$ cat src/rtl/hex_display_pkg.sv
// Shared types and constants for the multiplexed hex display scanner.
// Latency: n/a (package only).
// Backpressure: n/a (package only).
package hex_display_pkg;

   typedef enum logic [1:0] {
      IDLE    = 2'd0,
      DISPLAY = 2'd1,
      BLANK   = 2'd2
   } scan_state_e;

   // Active-low segment bus with every segment and the dp dark
   localparam logic [7:0] SEG_OFF = 8'hFF;

   // Active-low g..a patterns for hex 0..F
   localparam logic [6:0] SEG_TABLE [16] = '{
      7'h40, 7'h79, 7'h24, 7'h30, 7'h19, 7'h12, 7'h02, 7'h78,
      7'h00, 7'h10, 7'h08, 7'h03, 7'h46, 7'h21, 7'h06, 7'h0E
   };

endpackage

$ cat src/rtl/hex_to_seg.sv
// Decodes one hex nibble into active-low g..a segment drive.
// Latency: purely combinational.
// Backpressure: none; output follows input continuously.
module hex_to_seg
   import hex_display_pkg::*;
(
   input  logic [3:0] hex_in,
   output logic [6:0] seg_out
);

   // Table lookup shared with the counter block
   always_comb begin
      seg_out = SEG_TABLE[hex_in];
   end

endmodule

$ cat src/rtl/hex_display_scanner.sv
// Time-multiplexes one active-low segment bus across NUM_DIGITS anodes.
// Latency: an/seg/digit_idx/frame_tick are registered and match the state entered on the same edge.
// Backpressure: none; en=0 parks the scanner dark in IDLE on the next edge.
module hex_display_scanner
   import hex_display_pkg::*;
#(
   parameter int NUM_DIGITS    = 4,
   parameter int TICK_DIV      = 4,
   parameter int DISPLAY_TICKS = 3,
   parameter int BLANK_TICKS   = 1
) (
   input  logic                          clk_in,
   input  logic                          nReset,
   input  logic                          en,
   input  logic [4*NUM_DIGITS-1:0]       digits_in,
   input  logic [NUM_DIGITS-1:0]         dp_in,
   input  logic                          blank_lz,
   output logic [NUM_DIGITS-1:0]         an,
   output logic [7:0]                    seg,
   output logic [$clog2(NUM_DIGITS)-1:0] digit_idx,
   output logic                          frame_tick
);

   localparam int IDX_W = $clog2(NUM_DIGITS);

   scan_state_e             state_q, state_d;
   logic [IDX_W-1:0]        idx_q, idx_d;
   logic [15:0]             pre_q, pre_d;
   logic [15:0]             tick_q, tick_d;
   logic                    frame_q, frame_d;
   logic [4*NUM_DIGITS-1:0] snap_dig_q, snap_dig_d;
   logic [NUM_DIGITS-1:0]   snap_dp_q, snap_dp_d;
   logic                    snap_lz_q, snap_lz_d;
   logic [NUM_DIGITS-1:0]   an_q, an_d;
   logic [7:0]              seg_q, seg_d;

   logic                    take_snap;
   logic                    tick_end;
   logic [NUM_DIGITS-1:0]   lz_mask;
   logic                    zero_run;
   logic [3:0]              cur_nib;
   logic [6:0]              cur_seg;

   // Next-state logic: counters restart on every state entry so each window is exact
   always_comb begin
      state_d   = state_q;
      idx_d     = idx_q;
      pre_d     = pre_q;
      tick_d    = tick_q;
      frame_d   = 1'b0;
      take_snap = 1'b0;
      tick_end  = (pre_q == 16'(TICK_DIV - 1));

      unique case (state_q)
         IDLE: begin
            if (en) begin
               state_d   = DISPLAY;
               idx_d     = '0;
               pre_d     = '0;
               tick_d    = '0;
               take_snap = 1'b1;
            end
         end
         DISPLAY, BLANK: begin
            if (tick_end && (tick_q == ((state_q == DISPLAY) ? 16'(DISPLAY_TICKS - 1)
                                                             : 16'(BLANK_TICKS - 1)))) begin
               pre_d  = '0;
               tick_d = '0;
               if ((state_q == DISPLAY) && (BLANK_TICKS != 0)) begin
                  state_d = BLANK;
               end else begin
                  state_d = DISPLAY;
                  if (idx_q == IDX_W'(NUM_DIGITS - 1)) begin
                     // Frame wrap: only here are new inputs captured, so no tearing
                     idx_d     = '0;
                     frame_d   = 1'b1;
                     take_snap = 1'b1;
                  end else begin
                     idx_d = idx_q + IDX_W'(1);
                  end
               end
            end else if (tick_end) begin
               pre_d  = '0;
               tick_d = tick_q + 16'd1;
            end else begin
               pre_d = pre_q + 16'd1;
            end
         end
         default: state_d = IDLE;
      endcase

      if (!en) begin
         state_d   = IDLE;
         idx_d     = '0;
         pre_d     = '0;
         tick_d    = '0;
         frame_d   = 1'b0;
         take_snap = 1'b0;
      end
   end

   // Snapshot mux for the digits, dps and blanking mode shown this frame
   always_comb begin
      snap_dig_d = take_snap ? digits_in : snap_dig_q;
      snap_dp_d  = take_snap ? dp_in     : snap_dp_q;
      snap_lz_d  = take_snap ? blank_lz  : snap_lz_q;
   end

   // Leading-zero mask: walk down from the top digit until the first nonzero one
   always_comb begin
      zero_run = 1'b1;
      lz_mask  = '0;
      for (int k = NUM_DIGITS - 1; k >= 0; k--) begin
         zero_run   = zero_run && (snap_dig_d[4*k +: 4] == 4'h0);
         lz_mask[k] = snap_lz_d && zero_run && (k != 0);
      end
   end

   assign cur_nib = snap_dig_d[{idx_d, 2'b00} +: 4];

   hex_to_seg u_dec (
      .hex_in  (cur_nib),
      .seg_out (cur_seg)
   );

   // Output drive computed from the state being entered, so the registers carry no extra latency
   always_comb begin
      an_d  = '1;
      seg_d = SEG_OFF;
      if (state_d == DISPLAY) begin
         an_d[idx_d] = 1'b0;
         seg_d       = {~snap_dp_d[idx_d], lz_mask[idx_d] ? 7'h7F : cur_seg};
      end
   end

   // State, counter, snapshot and output registers with synchronous reset
   always_ff @(posedge clk_in) begin
      if (!nReset) begin
         state_q    <= IDLE;
         idx_q      <= '0;
         pre_q      <= '0;
         tick_q     <= '0;
         frame_q    <= 1'b0;
         snap_dig_q <= '0;
         snap_dp_q  <= '0;
         snap_lz_q  <= 1'b0;
         an_q       <= '1;
         seg_q      <= SEG_OFF;
      end else begin
         state_q    <= state_d;
         idx_q      <= idx_d;
         pre_q      <= pre_d;
         tick_q     <= tick_d;
         frame_q    <= frame_d;
         snap_dig_q <= snap_dig_d;
         snap_dp_q  <= snap_dp_d;
         snap_lz_q  <= snap_lz_d;
         an_q       <= an_d;
         seg_q      <= seg_d;
      end
   end

   assign an         = an_q;
   assign seg        = seg_q;
   assign digit_idx  = idx_q;
   assign frame_tick = frame_q;

endmodule

$ cat config.mk
export PLATFORM = sky130hd
export DESIGN_NAME = hex_display_scanner
export DESIGN_NICKNAME = d
export VERILOG_FILES = /design/src/rtl/hex_display_pkg.sv /design/src/rtl/hex_to_seg.sv /design/src/rtl/hex_display_scanner.sv
export SDC_FILE = /design/constraint.sdc
export NUM_CORES = 1
export LEC_CHECK = 0
export ABC_AREA = 1
export BUFFER_PORTS_ARGS = -buffer_cell sky130_fd_sc_hd__buf_2
export CORE_MARGIN = 2
export CORE_UTILIZATION = 45
export CTS_CLUSTER_DIAMETER = 40
export DETAILED_ROUTE_END_ITERATION = 10
export HOLD_SLACK_MARGIN = 0.03
export SLEW_MARGIN = 30
export SYNTH_ARGS = -nofsm -noshare
export SYNTH_HDL_FRONTEND = slang
export SYNTH_SLANG_ARGS = --single-unit
export TNS_END_PERCENT = 30
$ cat constraint.sdc
create_clock -name clk_in -period 2.9 [get_ports clk_in]
set_input_delay 0.435 -clock clk_in [delete_from_list [all_inputs] [get_ports clk_in]]
set_output_delay 0.435 -clock clk_in [all_outputs]
set_load 0.02 [all_outputs]
# ---- After elaboration in Yosys (flattened, before gate mapping)
# Memory sizes are Yosys's and may differ from the RTL's. A register that Yosys moved wholly into a read port is not among the register bits.
# Index checks and enable logic that the tools add are counted.
dict set report op_classes {
  add_sub_neg 3
  magnitude_cmp 2
  n_eq_ne 7
  n_shift 1
  n_mux 30
  bitwise 5
  reduce_logical 18
}
# cell n
set op_table {}
lappend op_table {{$mux 16} 5}
lappend op_table {{$pmux 16 s2} 2}
lappend op_table {{$add 16x1->16 const B} 2}
lappend op_table {{$eq 16x2->1} 1}
lappend op_table {{$eq 16x2->1 const B} 1}
lappend op_table {{$mux 2} 8}
lappend op_table {{$shiftx 16x5->4} 1}
lappend op_table {{$logic_not 4->1} 3}
lappend op_table {{$mux 1} 8}
lappend op_table {{$pmux 2 s2} 2}
lappend op_table {{$logic_and 1x1->1} 7}
lappend op_table {{$reduce_and 2->1} 3}
lappend op_table {{$not 4->5} 1}
lappend op_table {{$bmux 1 s2} 2}
lappend op_table {{$eq 2x1->1 const B} 2}
lappend op_table {{$eq 2x2->1 const B} 2}
lappend op_table {{$mux 4} 1}
lappend op_table {{$not 4->4} 1}
lappend op_table {{$lt 2x3->1 const B} 1}
lappend op_table {{$ne 3x3->1 const B} 1}
lappend op_table {{$not 1->1} 3}
lappend op_table {{$reduce_and 3->1} 1}
lappend op_table {{$reduce_or 3->1} 1}
lappend op_table {{$add 2x1->2 const B} 1}
lappend op_table {{6 further kinds} 6}
dict set report word_totals {
  register_bits 63
  rom_bits 112
  in_bits 24
  out_inout_bits 15
  wordCells 77
  mem_count 1
}
# name words width read_ports rd_ports_with_merged_regs write_ports line
set memory_table {}
lappend memory_table {{(name not given)} 16 7 1 1 0 hex_to_seg.sv:13} ;# seg_out = SEG_TABLE[hex_in];

# ---- Logic depth before layout (Yosys ltp)
dict set report logic_depth {
  depth_word 15
  depth_mapped 21
  mapped_depth_nobuf 21
}

# ---- Cells and area by module
# Synthesis repeated with hierarchy kept, for this count alone.
dict set report hier_totals {
  hier_cells 543
  hier_area_um2 3747.3
}
# module instances cells_each area_each_um2 seq_area_each_um2
set modules_own_cells {}
lappend modules_own_cells {hex_display_scanner 1 494 3473.3 1401.3}
lappend modules_own_cells {hex_to_seg 1 49 274.0 0.0}

# ---- Worst setup path before layout
# No wires, ideal clock.
dict set report synth_path {
  path_kind {reg2reg}
  from {register state_q[1]}
  to {register seg_q[0], in the netlist seg[0]}
  setup_time_ps 129
  arrival_time_ps 2431
  t_required_ps 2771
  path_slack_ps 340
  stages_incl_launch_ff 20
  n_path_buf 1
  period_less_slack_ps 2560
  cell_sequence {dfxtp_1 -> inv_1 -> ha_1 -> xnor2_1 -> nand2_1 -> nor2_4 -> nand4_2 -> nand2_2 -> nand2_4 -> buf_4 -> nand2_1 -> nand2_1 -> nand3_1 -> nand2_1 -> nor2_2 -> inv_1 -> ha_1 -> nand3b_1 -> nand3_1 -> nand3_1}
}
dict set report synth_between {
  elab_chain_len 15
  elab_cells_between_ends 36
  cone_classes {eq/ne: 4; shift: 1; mux: 17; bitwise: 2; reduce/logical: 12}
}
# element line
set synth_lines {}
lappend synth_lines {{start: declaration} hex_display_scanner.sv:26} ;# scan_state_e state_q, state_d;
lappend synth_lines {{start signal: assignment} hex_display_scanner.sv:150} ;# state_q <= state_d;
lappend synth_lines {{$eq 2x1->1} {hex_display_scanner.sv:54, hex_display_scanner.sv:65, hex_display_scanner.sv:69}}
lappend synth_lines {{$mux 2} hex_display_scanner.sv:65} ;# if (tick_end && (tick_q == ((state_q == DISPLAY) ? 16'(DISPLAY_TICKS - 1)
lappend synth_lines {{$eq 16x2->1} hex_display_scanner.sv:65}
lappend synth_lines {{$logic_and 1x1->1} hex_display_scanner.sv:65}
lappend synth_lines {{$mux 1} hex_display_scanner.sv:65}
lappend synth_lines {{$pmux 1 s2} hex_display_scanner.sv:54} ;# unique case (state_q)
lappend synth_lines {{$mux 1} hex_display_scanner.sv:92} ;# if (!en) begin
lappend synth_lines {{$mux 16} hex_display_scanner.sv:104} ;# snap_dig_d = take_snap ? digits_in : snap_dig_q;
lappend synth_lines {{$logic_not 4->1} hex_display_scanner.sv:114} ;# zero_run = zero_run && (snap_dig_d[4*k +: 4] == 4'h0);
lappend synth_lines {{$logic_and 1x1->1 (2 in a row)} hex_display_scanner.sv:114}
lappend synth_lines {{$logic_and 1x1->1} hex_display_scanner.sv:115} ;# lz_mask[k] = snap_lz_d && zero_run && (k != 0);
lappend synth_lines {{$bmux 1 s2} hex_display_scanner.sv:132} ;# seg_d = {~snap_dp_d[idx_d], lz_mask[idx_d] ? 7'h7F : cur_seg};
lappend synth_lines {{$mux 1 (not written as such)} hex_display_scanner.sv:132}
lappend synth_lines {{$reduce_or 3->1 (no line)} n/a}
lappend synth_lines {{end: declaration} hex_display_scanner.sv:35} ;# logic [7:0] seg_q, seg_d;
# Parallel ways exist; a longest one is shown, timed or not. The select of a mux whose other input is x is not followed.
# A chain may end at the register's enable or synchronous reset.

# ---- Worst setup path after layout
# Ends and elaborated chain as after synthesis.

==> impl_metrics.py <==
metrics = {
    "worst_setup_path": {
        "worst_ep_arrival_time_ns": 2.90,
        "r2r_cells": 20,
        "cpPeakStageDelay_ns": 0.34,
        "cp_max_fo": 9,
        "crit_path_start_kind": "register",
        "cp_common_cell": "nand2_1",
        "crit_start": "state_q[1]$_SDFF_PN0_",
        "cp-end-kind": "register",
        "cp_cell_sequence": "inv_1 -> ha_4 -> xnor2_1 -> nand2_1 -> nor2_4 -> nand2_1 -> nand2_1 -> nand3_1 -> nand2_1 -> nand2_4 -> buf_4 -> nand3_1 -> nand2_1 -> nand2_1 -> nand2_1 -> ha_1 -> inv_1 -> nand3_1 -> nand3_1 -> nand3_1",
        "critical_path_class": "register to register",
        "cpMaxStageDelayCell": "dfxtp_2",
        "r2r-start": "state_q[1]$_SDFF_PN0_",
        "cp.required_ns": 3.13,
    },
    "logic_synthesis": {
        "synth_fp_nets": 627,
        "synth_common_cells": "nand2_1, nor2_1, dfxtp_1, inv_1, nand3_1",
        "synth.avg_cell_area_um2": 6.61,
        "synth_top_area_share_pct": 35.8,
        "yosysSeqAreaShare_pct": 35.8,
        "ys_types": 41,
        "yosysTopAreaCell": "dfxtp_1",
        "synthFlopType": "dfxtp_1",
        "syn_inst": 592,
        "ys_ff_latch": 70,
        "syn_area_um2": 3910,
        "netlist_top_cells_area": "dfxtp_1, nand2_1, nor2_1",
        "synth-async-reset-ratio_pct": 0,
        "synth-edff-count": 0,
        "yosysWarnings": 0,
        "yosysMostFrequentCell": "nand2_1",
    },
    "power_and_ir_drop": {
        "share_comb_of_total_power_pct": 11.9,
        "p_int_w": 0.00158,
        "power_density_nw_per_um2": 466,
        "p_leak_nw": 2.02,
        "clock_power_share_pct": 41.3,
        "p_seq_share_pct": 46.9,
        "p_sw_share_pct": 25.6,
        "vdd_drop_max_v": 0.000229,
        "p_sw_w": 0.000545,
    },
    "sta": {
        "relSlewSlack_pct": 48.1,
        "setup_viol": 0,
        "timing.final.crit_share_pct": 92.2,
        "finalHoldViolCount": 0,
        "fin_crit_ns": 2.67,
        "drv_slew": 0,
        "fmax_mhz": 374,
        "fin_worst_skew_ns": 0.0125,
        "tightest_slew_ns": 0.778,
    },
    "floorplan": {
        "start_util_pct": 45.5,
        "ioPinCount": 39,
        "die_area_um2": 9450,
        "rows": 34,
        "die_w_um": 97.2,
        "fp.coreArea_um2": 8590,
        "die_y_um": 97.2,
    },
    "cells_and_area": {
        "design_area_um2": 4570,
        "n_antenna_cell": 0,
        "final_util_pct": 53.1,
        "syn2layout_area_growth_pct": 16.8,
        "layout.cells.non_filler": 754,
        "drive_gt1_share_pct": 16.7,
        "nets": 676,
    },
    "drt": {
        "totalWireLength_um": 9270,
        "drt_iter0_drc": 150,
        "vias": 3816,
        "route.detailed.drc": 0,
        "wl_per_cell_um": 12.3,
        "avgViaCountPerCell": 5.06,
        "route.antenna.remaining_nets": 0,
        "dr.pass1.iters": 4,
    },
    "placement": {
        "place_hpwl_um": 6910,
        "port_buffers": 38,
        "place.gp.congestion": 0.869,
        "placed_cells": 735,
        "placed_area_um2": 4230,
    },
    "global_routing": {
        "grt_util_all_layers_pct": 20.3,
        "grt_pass1_wl_um": 15900,
        "antenna_found_initial": 0,
        "grt_pass1_vias": 3517,
        "overflow": 0,
        "grt_max_degree": 25,
    },
    "worst_hold_path": {
        "whs_path_depth": 3,
        "min-delay-start": "blank_lz",
        "min_path_type": "input pin to register",
    },
    "clock_tree": {
        "cts_tree": "built",
        "clk_latency_ns": 0.35,
        "cts_root_buf": "clkbuf_8",
        "clock_sink_count": 70,
        "clockBufferDepth": 2,
        "cts_buffers": 9,
        "h-tree-depth": 3,
        "clk_pin_slew_ns": 0.08,
        "ctsHoldBuffers": 0,
    },
    "outcome": {
        "status": "finished clean",
    },
    "job": {
        "drv_cap": 0,
    },
}
==> area by class of cell <==
type | count | area, um^2
clock inverter | 4 | 70.1
clock buffer | 12 | 145
multi-input combinational | 439 | 2250
inverter | 69 | 259
tap | 108 | 135
fill | 881 | 4030
timing repair buffer | 52 | 303
sequential | 70 | 1400
==> cells by family (layout without fill, tap and decap cells) <==
group / count (synthesis) / count (layout) / synth area share [%]
AOI/OAI and AO/OA: 74 / 74 / 11.1
xor gates and xnor gates: 4 / 4 / 0.896
adders and majority gates: 11 / 11 / 3.52
buffers and inverters: 83 / 137 / 8.83
DFF: 70 / 70 / 35.8
muxes: 3 / 3 / 0.768
and+or+nand+nor: 347 / 347 / 39.0
==> power groups by stage <==
stage                     Sequential [W]  Combinational (W)  Clock [W]
after floorplan                  0.00103           0.000164          0
after global placement           0.00102           0.000238          0
after detailed placement         0.00102           0.000240          0
after CTS                       0.000997           0.000241   0.000891
after global routing            0.000999           0.000287   0.000933
final                           0.000997           0.000253   0.000878
==> stage by stage <==
| step | hold slack, ns | TNS [ns] | setup slack [ns] | power, W |
|---|---|---|---|---|
| detailed placement | 0.460 | -0.0673 | -0.0637 | 0.00126 |
| finish | 0.371 | 0 | 0.226 | 0.00213 |
| floorplan | 0.444 | 0 | 0.340 | 0.00119 |
| global route | 0.377 | -0.0273 | -0.0151 | 0.00222 |
| CTS | 0.360 | 0 | 0.0518 | 0.00213 |
| global placement | 0.453 | 0 | 0.100 | 0.00126 |
==> flip-flops by register name, indices dropped and copies added (netlist names) <==
register    flops
seg             8
tick_q         16
state_q         2
snap_lz_q       1
snap_dp_q       4
snap_dig_q     16
pre_q          16
digit_idx       2
frame_tick      1
an              4
==> metal layers <==
layer	vias to the layer above	GRT usage [%]	routed length (um)
met2	67	30.7	4030
li1	1998	-	-
met1	1740	29.0	4780
met4	0	7.48	139
met3	11	3.45	317
met5	-	0	0
==> path summary, 6_finish.rpt <==
check / end / slack (ns)
max: seg[0]$_SDFF_PP1_ / 0.23
min: snap_lz_q$_SDFF_PN0_ / 0.37
max reg2reg: seg[0]$_SDFF_PP1_ / 0.23
min reg2reg: snap_dig_q[1]$_SDFF_PN0_ / 0.47
==> layout by cell type (no fill, tap or decap), types with 10 or more instances in the layout <==
master      n
nand2_1   159
nor2_1     81
dfxtp_1    69
inv_1      61
nand3_1    55
buf_2      38
a21oi_1    33
o21ai_0    20
buf_4      13
nand2_2    10
clkbuf_8   10
==> worst max-delay path, delay by kind of cell (launching register included) <==
family | cells | cell delay [ns]
simple gates | 14 | 1.34
fa+ha+maj | 2 | 0.42
flops | 1 | 0.34
buf+inv | 3 | 0.34
xor+xnor | 1 | 0.13
==> what timing repair did <==
action,CTS,global route
gates resized for setup,1,21
setup buffers,0,3
pin swaps,0,5
cloned,0,0
setup endpoints to repair,4,7
(Power assumes the default switching activity.)
